File: src/rtl/doc5503_host_port_if.sv
// Host CPU bus of the DOC 5503 register port: a level strobe held until a
// one-cycle ack, with read data returned alongside the ack.
interface doc5503_host_port_if;
  logic       host_sel_i;
  logic       host_we_i;
  logic [7:0] host_addr_i;
  logic [7:0] host_data_i;
  logic [7:0] host_data_o;
  logic       host_ack_o;

  modport master (
    output host_sel_i, host_we_i, host_addr_i, host_data_i,
    input  host_data_o, host_ack_o
  );

  modport slave (
    input  host_sel_i, host_we_i, host_addr_i, host_data_i,
    output host_data_o, host_ack_o
  );
endinterface

File: src/rtl/doc5503_host_port.sv
// DOC 5503 host register port: turns CPU accesses into per-group RAM request
// pulses and serves group 7 locally. DOC5503_HOST_IRQ_EN enables the IRQ pending register.
//
// state    | meaning
// ST_IDLE  | waiting for an armed host strobe
// ST_WRITE | write request issued, counting the write service window
// ST_READ  | read request issued, counting the read window, then capture
// ST_DONE  | raise host_ack_o for one cycle, back to idle
module doc5503_host_port #(
  parameter int unsigned WRITE_WAIT = 2,
  parameter int unsigned READ_WAIT  = 3
) (
  input  logic            clk_i,
  input  logic            reset_i,
  doc5503_host_port_if.slave host,
  output logic [6:0]      ram_wr_req_o,
  output logic [6:0]      ram_rd_req_o,
  output logic [4:0]      ram_addr_o,
  output logic [7:0]      ram_wr_data_o,
  input  logic [6:0][7:0] ram_rd_data_i,
  input  logic            irq_set_i,
  input  logic [4:0]      irq_osc_i,
  output logic            irq_o,
  output logic [4:0]      osc_count_o,
  input  logic [7:0]      adc_i
);

  typedef enum logic [1:0] {
    ST_IDLE  = 2'd0,
    ST_WRITE = 2'd1,
    ST_READ  = 2'd2,
    ST_DONE  = 2'd3
  } state_t;

  // The issue cycle already covers one cycle of the window, hence the -1.
  localparam logic [7:0] WR_LOAD = 8'((WRITE_WAIT > 0) ? WRITE_WAIT - 1 : 0);
  localparam logic [7:0] RD_LOAD = 8'((READ_WAIT > 0) ? READ_WAIT - 1 : 0);

  state_t     state_r;
  logic       armed_r;
  logic       issue_r;
  logic       we_r;
  logic [7:0] addr_r;
  logic [7:0] wdata_r;
  logic [7:0] cnt_r;
  logic [7:0] osc_en_r;

  logic [2:0] grp;
  logic       is_g7;
  logic [6:0] grp_onehot;
  logic [7:0] irq_rd_val;
  logic [7:0] g7_rdata;

  assign grp         = addr_r[7:5];
  assign is_g7       = (grp == 3'd7);
  assign grp_onehot  = 7'd1 << grp;
  assign osc_count_o = osc_en_r[5:1];

  always_comb begin
    g7_rdata = 8'h00;
    case (addr_r[4:0])
      5'd0:    g7_rdata = irq_rd_val;
      5'd1:    g7_rdata = osc_en_r;
      5'd2:    g7_rdata = adc_i;
      default: g7_rdata = 8'h00;
    endcase
  end

  always_ff @(posedge clk_i or posedge reset_i) begin
    if (reset_i) begin
      state_r          <= ST_IDLE;
      armed_r          <= 1'b0;
      issue_r          <= 1'b0;
      we_r             <= 1'b0;
      addr_r           <= 8'h00;
      wdata_r          <= 8'h00;
      cnt_r            <= 8'h00;
      osc_en_r         <= 8'h00;
      host.host_data_o <= 8'h00;
      host.host_ack_o  <= 1'b0;
      ram_wr_req_o     <= 7'd0;
      ram_rd_req_o     <= 7'd0;
      ram_addr_o       <= 5'd0;
      ram_wr_data_o    <= 8'h00;
    end else begin
      ram_wr_req_o    <= 7'd0;
      ram_rd_req_o    <= 7'd0;
      host.host_ack_o <= 1'b0;
      issue_r         <= 1'b0;
      // A new access is only accepted after the strobe has been seen low.
      if (!host.host_sel_i) armed_r <= 1'b1;

      case (state_r)
        ST_IDLE: begin
          if (host.host_sel_i && armed_r) begin
            armed_r <= 1'b0;
            addr_r  <= host.host_addr_i;
            wdata_r <= host.host_data_i;
            we_r    <= host.host_we_i;
            issue_r <= 1'b1;
            state_r <= host.host_we_i ? ST_WRITE : ST_READ;
          end
        end

        ST_WRITE: begin
          if (issue_r) begin
            if (is_g7) begin
              if (addr_r[4:0] == 5'd1) osc_en_r <= wdata_r;
              state_r <= ST_DONE;
            end else begin
              // Group 3 is wave data: no pulse, but the same service window.
              ram_wr_req_o  <= (grp == 3'd3) ? 7'd0 : grp_onehot;
              ram_addr_o    <= addr_r[4:0];
              ram_wr_data_o <= wdata_r;
              cnt_r         <= WR_LOAD;
            end
          end else if (cnt_r == 8'd0) begin
            state_r <= ST_DONE;
          end else begin
            cnt_r <= cnt_r - 8'd1;
          end
        end

        ST_READ: begin
          if (issue_r) begin
            if (is_g7) begin
              host.host_data_o <= g7_rdata;
              state_r          <= ST_DONE;
            end else begin
              ram_rd_req_o <= grp_onehot;
              ram_addr_o   <= addr_r[4:0];
              cnt_r        <= RD_LOAD;
            end
          end else if (cnt_r == 8'd0) begin
            host.host_data_o <= ram_rd_data_i[grp];
            state_r          <= ST_DONE;
          end else begin
            cnt_r <= cnt_r - 8'd1;
          end
        end

        ST_DONE: begin
          host.host_ack_o <= 1'b1;
          state_r         <= ST_IDLE;
        end

        default: state_r <= ST_IDLE;
      endcase
    end
  end

`ifdef DOC5503_HOST_IRQ_EN
  logic [31:0] pending_r;
  logic [31:0] pending_nxt;
  logic        irq_any;
  logic [4:0]  irq_low;
  logic        clr_vld_r;
  logic [4:0]  clr_osc_r;
  logic        e0_rd;

  assign irq_any    = |pending_r;
  assign irq_rd_val = irq_any ? {2'b01, irq_low, 1'b1} : 8'hFF;
  assign e0_rd      = (state_r == ST_READ) && issue_r && (addr_r == 8'hE0);

  always_comb begin
    irq_low = 5'd0;
    for (int i = 31; i >= 0; i--) begin
      if (pending_r[i]) irq_low = 5'(i);
    end
  end

  // The reported oscillator is cleared with the ack; a same-cycle set wins.
  always_comb begin
    pending_nxt = pending_r;
    if ((state_r == ST_DONE) && clr_vld_r) pending_nxt[clr_osc_r] = 1'b0;
    if (irq_set_i) pending_nxt[irq_osc_i] = 1'b1;
  end

  always_ff @(posedge clk_i or posedge reset_i) begin
    if (reset_i) begin
      pending_r <= 32'd0;
      clr_vld_r <= 1'b0;
      clr_osc_r <= 5'd0;
      irq_o     <= 1'b0;
    end else begin
      pending_r <= pending_nxt;
      irq_o     <= |pending_nxt;
      if (e0_rd) begin
        clr_vld_r <= irq_any;
        clr_osc_r <= irq_low;
      end else if (state_r == ST_DONE) begin
        clr_vld_r <= 1'b0;
      end
    end
  end
`else
  logic unused_irq;

  assign irq_rd_val = 8'hFF;
  assign irq_o      = 1'b0;
  assign unused_irq = ^{irq_set_i, irq_osc_i};
`endif

endmodule

File: src/flat_wrapper.sv
// flat-port wrapper written by rule: the top's interface ports become plain ports
module doc5503_host_port_flat 
#(
  parameter int unsigned WRITE_WAIT = 2,
  parameter int unsigned READ_WAIT  = 3
)
  (clk_i, reset_i, ram_wr_req_o, ram_rd_req_o, ram_addr_o, ram_wr_data_o, ram_rd_data_i, irq_set_i, irq_osc_i, irq_o, osc_count_o, adc_i, host_host_sel_i, host_host_we_i, host_host_addr_i, host_host_data_i, host_host_data_o, host_host_ack_o);
  doc5503_host_port_if host_i ();
  input  logic clk_i;
  input  logic reset_i;
  output logic [6:0] ram_wr_req_o;
  output logic [6:0] ram_rd_req_o;
  output logic [4:0] ram_addr_o;
  output logic [7:0] ram_wr_data_o;
  input  logic [6:0][7:0] ram_rd_data_i;
  input  logic irq_set_i;
  input  logic [4:0] irq_osc_i;
  output logic irq_o;
  output logic [4:0] osc_count_o;
  input  logic [7:0] adc_i;
  input wire logic [$bits(host_i.host_sel_i)-1:0] host_host_sel_i;
  input wire logic [$bits(host_i.host_we_i)-1:0] host_host_we_i;
  input wire logic [$bits(host_i.host_addr_i)-1:0] host_host_addr_i;
  input wire logic [$bits(host_i.host_data_i)-1:0] host_host_data_i;
  output wire logic [$bits(host_i.host_data_o)-1:0] host_host_data_o;
  output wire logic [$bits(host_i.host_ack_o)-1:0] host_host_ack_o;
  assign host_i.host_sel_i = host_host_sel_i;
  assign host_i.host_we_i = host_host_we_i;
  assign host_i.host_addr_i = host_host_addr_i;
  assign host_i.host_data_i = host_host_data_i;
  assign host_host_data_o = host_i.host_data_o;
  assign host_host_ack_o = host_i.host_ack_o;
  doc5503_host_port #(.WRITE_WAIT(WRITE_WAIT), .READ_WAIT(READ_WAIT)) u_core (.clk_i(clk_i), .reset_i(reset_i), .host(host_i), .ram_wr_req_o(ram_wr_req_o), .ram_rd_req_o(ram_rd_req_o), .ram_addr_o(ram_addr_o), .ram_wr_data_o(ram_wr_data_o), .ram_rd_data_i(ram_rd_data_i), .irq_set_i(irq_set_i), .irq_osc_i(irq_osc_i), .irq_o(irq_o), .osc_count_o(osc_count_o), .adc_i(adc_i));
endmodule
File: config.mk
export PLATFORM = sky130hd
export DESIGN_NAME = doc5503_host_port_flat
export DESIGN_NICKNAME = d
export VERILOG_FILES = /design/src/rtl/doc5503_host_port_if.sv /design/src/rtl/doc5503_host_port.sv /design/src/flat_wrapper.sv
export SDC_FILE = /design/constraint.sdc
export NUM_CORES = 1
export LEC_CHECK = 0
export ABC_AREA = 1
export BUFFER_PORTS_ARGS = -buffer_cell sky130_fd_sc_hd__buf_2
export CORE_AREA = 2 2 101 103
export CTS_CLUSTER_SIZE = 24
export DETAILED_ROUTE_END_ITERATION = 10
export DIE_AREA = 0 0 103 105
export PLACE_DENSITY = 0.65
export SLEW_MARGIN = 15
export SYNTH_ARGS = -nofsm -noshare
export SYNTH_HDL_FRONTEND = slang
export SYNTH_SLANG_ARGS = --single-unit
export TNS_END_PERCENT = 10
File: constraint.sdc
create_clock -name clk_i -period 3.6 [get_ports clk_i]
set_input_delay 0.18 -clock clk_i [delete_from_list [all_inputs] [get_ports clk_i]]
set_output_delay 0.18 -clock clk_i [all_outputs]
set_load 0.05 [all_outputs]
Word level (Yosys, flattened, before mapping)
Index checks and enable logic that the tools add are counted.
{"block": "totals", "in_bits": 90, "ff_bits": 72, "memories": 0, "wordCells": 75, "out_inout_bits": 42, "rom_bits": 0, "ramBits": 0, "latch_bits": 0}
{"block": "classes", "eq_ne": 13, "n_mul": 0, "order_cmp": 1, "bitwise_logic": 1, "div": 0, "n_addsub": 1, "mux": 31, "shifts": 1, "reduce_logical": 14}
{"cell": "8-bit two-way mux", "n": 9}
{"cell": "7-bit two-way mux", "n": 7}
{"cell": "8-bit binary-select mux with 3-bit select", "n": 1}
{"cell": "8-bit one-hot mux with 3 select lines", "n": 1}
{"cell": "8-bit one-hot mux with 2 select lines", "n": 1}
{"cell": "3-bit AND reduction", "n": 5}
{"cell": "2-bit two-way mux", "n": 5}
{"cell": "3-bit inequality test, second input constant", "n": 3}
{"cell": "8-bit zero test", "n": 1}
{"cell": "8-bit by 1-bit subtractor with 8-bit output, second input constant", "n": 1}
{"cell": "1-bit by 3-bit << shifter with 7-bit output, first input constant", "n": 1}
{"cell": "1-bit two-way mux", "n": 6}
{"cell": "2-bit one-hot mux with 3 select lines", "n": 1}
{"cell": "5-bit by 1-bit == test with 1-bit output, second input constant", "n": 1}
{"cell": "5-bit by 2-bit == test with 1-bit output, second input constant", "n": 1}
{"cell": "5-bit zero test", "n": 1}
{"cell": "2-bit == test, second input constant", "n": 2}
{"cell": "3-bit by 4-bit less-than comparator with 1-bit output, second input constant", "n": 1}
{"cell": "4-bit AND reduction", "n": 1}
{"cell": "2-bit nonzero test", "n": 2}
{"cell": "3-bit by 2-bit == test with 1-bit output, second input constant", "n": 1}
{"cell": "3-bit == test, second input constant", "n": 1}
{"cell": "3-bit by 1-bit inequality test with 1-bit output, second input constant", "n": 1}
{"cell": "2-bit by 1-bit == test with 1-bit output, second input constant", "n": 1}
{"cell": "other kinds (7)", "n": 7}

Logic depth before layout (Yosys ltp)
{"block": "depth", "ltp_word": 5, "depth_mapped": 11, "mapped_depth_nobuf": 11}

Worst setup path before layout
OpenSTA, ideal clock, no wires.
{"block": "synth_path", "path_type": "register to register", "start": "register u_core.state_r[1]", "end": "register u_core.cnt_r[3]", "setup_ns": 0.120, "n_path_buf": 0, "setup_slack_ns": 2.170, "period_less_slack_ns": 1.430, "required_time_ns": 3.480, "arrival_ns": 1.310, "stages_incl_launch_ff": 11, "path_cell_list": "dfrtp_1 inv_1 ha_1 inv_1 nand2_1 nand2_1 nand2_2 inv_2 nand2_1 o21ai_0 nor2_1"}
{"block": "synth_between", "elab_chain_cells": 3, "elab_cells_between_ends": 7, "cone_classes": "eq/ne (4); mux (1); reduce/logical (2)"}
{"item": "from (decl)", "line": "doc5503_host_port.sv:39", "rtl": "state_t state_r;"}
{"item": "from (signal assigned)", "line": "doc5503_host_port.sv:101", "rtl": "state_r <= host.host_we_i ? ST_WRITE : ST_READ;"}
{"item": "2-bit == test or 2-bit by 1-bit == test with 1-bit output (tied branches)", "line": "doc5503_host_port.sv:93", "rtl": "case (state_r)"}
{"item": "3-bit inequality test (no source line) or 2-bit nonzero test (tied branches)"}
{"item": "3-bit AND reduction (no source line)"}
{"item": "to (signal assigned)", "line": "doc5503_host_port.sv:120", "rtl": "cnt_r <= cnt_r - 8'd1;"}
{"item": "to (signal assigned)", "line": "doc5503_host_port.sv:138", "rtl": "cnt_r <= cnt_r - 8'd1;"}
{"item": "to (decl)", "line": "doc5503_host_port.sv:45", "rtl": "logic [7:0] cnt_r;"}
Parallel ways exist; a longest one is shown, timed or not.
A chain may end at the register's enable or synchronous reset.

Final worst setup path
{"block": "layout_path", "start": "register u_core.state_r[0]", "end": "register u_core.wdata_r[5]"}
{"block": "layout_between", "elab_chain_cells": 2}
{"item": "2-bit zero test", "line": "doc5503_host_port.sv:93"}
{"item": "2-bit AND reduction (no source line)"}
{"item": "to (signal assigned)", "line": "doc5503_host_port.sv:98", "rtl": "wdata_r <= host.host_data_i;"}
{"item": "to (decl)", "line": "doc5503_host_port.sv:44", "rtl": "logic [7:0] wdata_r;"}
Every way passes these cells.

==> impl_results.md <==
* Yosys reg bits at 71
* Dpl cell area at approximately 0.0045 mm^2
* Via/cell ratio at 4.75
* Critical Path Start Type: flip-flop
* Setup TNS at 0 ns
* Final GP Congestion at roughly 0.84
* Fin crit share at 57.6%
* Largest net degree at the start of global routing at 37
* Outcome: complete, no violations
* Critical path type: reg2reg
* Resize count post-CTS at 0
* I/O Buffers at between 100 and 150
* Commonest non-fill, non-tap cell in the layout: nand2_1
* Slew at the pin closest to its max-slew limit at 1.07 ns
* Pwr dens at 846 mW/mm^2
* Vias in the first global route at 3,417
* Nets@finish at 723
* Inserted Diodes at 0
* Clock Path Buffers at 2
* P&R area growth vs syn at 23.1%
* Routed wire length at 9420 um
* CTS tree: done
* Starting Density at 39.8%
* Worst EP required at 3.78 ns
* Routed wire length per instance at 12.3 um
* Cells after synthesis at slightly above 500
* Rows at 36
* Layout cells sized above 1 at around a quarter
* Leakage power total at 0.00258 uW
* Num CTS Buffers at 9
* Die H at 105 um
* Peak VDD IR at approximately 0.39 mV
* Pre-antenna DRT Iters at 4
* Commonest cells after routing, fill and taps aside: nand2_1, buf_2, dfrtp_1
* Die X-Extent at 103 um
* Final Max Tran Viols at 0
* Routed Antenna Nets at 0
* Min Tclk post-route at 2.08 ns
* RSZ-0062 raised after global routing: no
* Syn avg cell area at around 7.4 um^2
* Tot GR Track Use at 18.4%
* H-tree Lvls at 3
* Max FO, Critical Path at 33
* Worst slew margin at approximately 29%
* DP HPWL at 7220 um
* Initial DRC Count at 119
* Seq/Total Area, Yosys at between 40 and 50%
* Register clock-pin slew on the reported worst setup and hold paths at 0.08 ns
* Worst Skew at 0.00799 ns
* Peak Freq at 0.482 GHz
* Initial antenna violation count at 0
* Vias at between 3k and 4k
* Boundary Pins at 132
* Hold Crit Class: in2reg
* Yosys cell types at 29
* CORE AREA at around 0.0096 mm^2
* Kind of end point of the critical path: flip-flop
* Clk sinks at 71
* Worst-Skew Late Latency at 0.35 ns
* Root buffer selected by CTS: clkbuf_8
* DIE AREA at around 0.011 mm^2
* Syn Std Cell Area at around 0.0038 mm^2
* Post-route DRC at 0
* Yosys warnings at 0
* Final Hold Fails at 0
* Design area at 0.00472 mm^2
* Worst EP arrival at 2.25 ns
* First-pass GRT wire length at approximately 16,000 um
* Layout fillers at around 1,000
* Gr ovfl total at 0
* Max Cap Violations at 0
* Final setup viols at 0
critical path, stage by stage (launching register included):
cell	delay, ns
dfrtp_1	0.42
inv_1	0.10
ha_1	0.24
inv_1	0.09
nor2_2	0.82
o21ai_0	0.23
cell usage after synthesis:
| master | number | area, um^2 |
|---|---|---|
| nand2_1 | 205 | 769 |
| dfrtp_1 | 71 | 1780 |
| nor2_1 | 45 | 169 |
| o21ai_0 | 45 | 225 |
| inv_1 | 36 | 135 |
| nand3_1 | 33 | 165 |
| buf_4 | 13 | 97.6 |
| nand4_1 | 11 | 68.8 |
| buf_2 | 9 | 45.0 |
| o21ai_2 | 8 | 70.1 |
| nor3_1 | 7 | 35.0 |
| ha_1 | 6 | 75.1 |
| nand2_2 | 5 | 31.3 |
| inv_2 | 3 | 11.3 |
| a21oi_1 | 2 | 10.0 |
| buf_6 | 2 | 22.5 |
| clkbuf_1 | 2 | 7.51 |
| nor2_4 | 2 | 22.5 |
| clkinv_1 | 1 | 3.75 |
| clkinv_2 | 1 | 5.00 |
| conb_1 | 1 | 3.75 |
| nand3_4 | 1 | 17.5 |
| nand3b_1 | 1 | 7.51 |
| nand4_4 | 1 | 21.3 |
| nor2_2 | 1 | 6.26 |
| nor3b_1 | 1 | 7.51 |
| o211ai_1 | 1 | 7.51 |
| o22ai_1 | 1 | 6.26 |
| xor2_1 | 1 | 8.76 |
metal layers:
metal | vias to the layer above | track usage, % | wire length (um)
met3 | 14 | 5.02 | 541
met5 | - | 0 | 0
met2 | 91 | 30.0 | 4570
met1 | 1688 | 24.0 | 4160
li1 | 1844 | - | -
met4 | 0 | 4.70 | 152
worst paths after layout:
path	start	cells after the start	slack, ns	to
max	u_core.state_r[0]	5	1.52	u_core.wdata_r[5]
min	host_host_sel_i	2	0.02	u_core.armed_r
max reg2reg	u_core.state_r[0]	5	1.52	u_core.wdata_r[5]
min reg2reg	u_core.host.host_data_o[1]	2	0.48	u_core.host.host_data_o[1]
max in group asynchronous	reset_i	4	2.18	u_core.ram_wr_req_o[1]
min in group asynchronous	reset_i	3	0.49	u_core.ram_wr_data_o[5]
cell families after synthesis:
kind of cell / share of synthesized area, %
flip-flops: 46.4
AO/OA/AOI/OAI: 8.33
buffers and inverters: 8.55
other: 0.0978
adder cells (fa/ha/maj): 1.96
AND/OR/NAND/NOR: 34.5
XOR/XNOR: 0.229
power breakdown:
group	total, uW	switching [uW]	internal (uW)
clock network	795	325	470
registers	1280	240	1040
logic	1910	1370	543
total	3990	1930	2060
state kept, by name (all words and copies together) (netlist names):
register                 count
u_core.addr_r                8
u_core.armed_r               1
u_core.osc_en_r              8
u_core.issue_r               1
u_core.cnt_r                 8
u_core.state_r               2
u_core.wdata_r               8
u_core.ram_wr_req_o          6
u_core.host.host_ack_o       1
u_core.ram_rd_req_o          7
u_core.ram_wr_data_o         8
u_core.host.host_data_o      8
u_core.ram_addr_o            5
through the flow:
stage / power [uW] / setup WS, ns / hold slack, ns / cells / utilization (%)
after floorplan: 2800 / 1.62 / 0.264 / 517 / -
final: 3990 / 1.52 / 0.0237 / 765 / 48.9
after detailed placement: 3220 / 1.52 / 0.356 / 748 / 46.2
after global placement: 3170 / 1.58 / 0.348 / 748 / 46.2
after CTS: 4030 / 1.47 / 0.0136 / 765 / 48.9
after global routing: 4330 / 1.25 / 0.0257 / 765 / 48.9
timing repair:
item | CTS | global route
buffers inserted | 0 | 0
hold buffers | 1 | 0
endpoints found under the hold margin | 35 | 0
layout make-up:
type | instances | area, um^2 | share of cell area (%)
inverter | 41 | 155 | 3.29
tap | 133 | 166 | 3.53
clock buffer | 9 | 124 | 2.63
timing repair buffer | 125 | 633 | 13.4
clock inverter | 7 | 128 | 2.71
sequential | 71 | 1780 | 37.7
multi-input combinational | 379 | 1730 | 36.8
No activity file was read; power rests on OpenSTA's default activity.
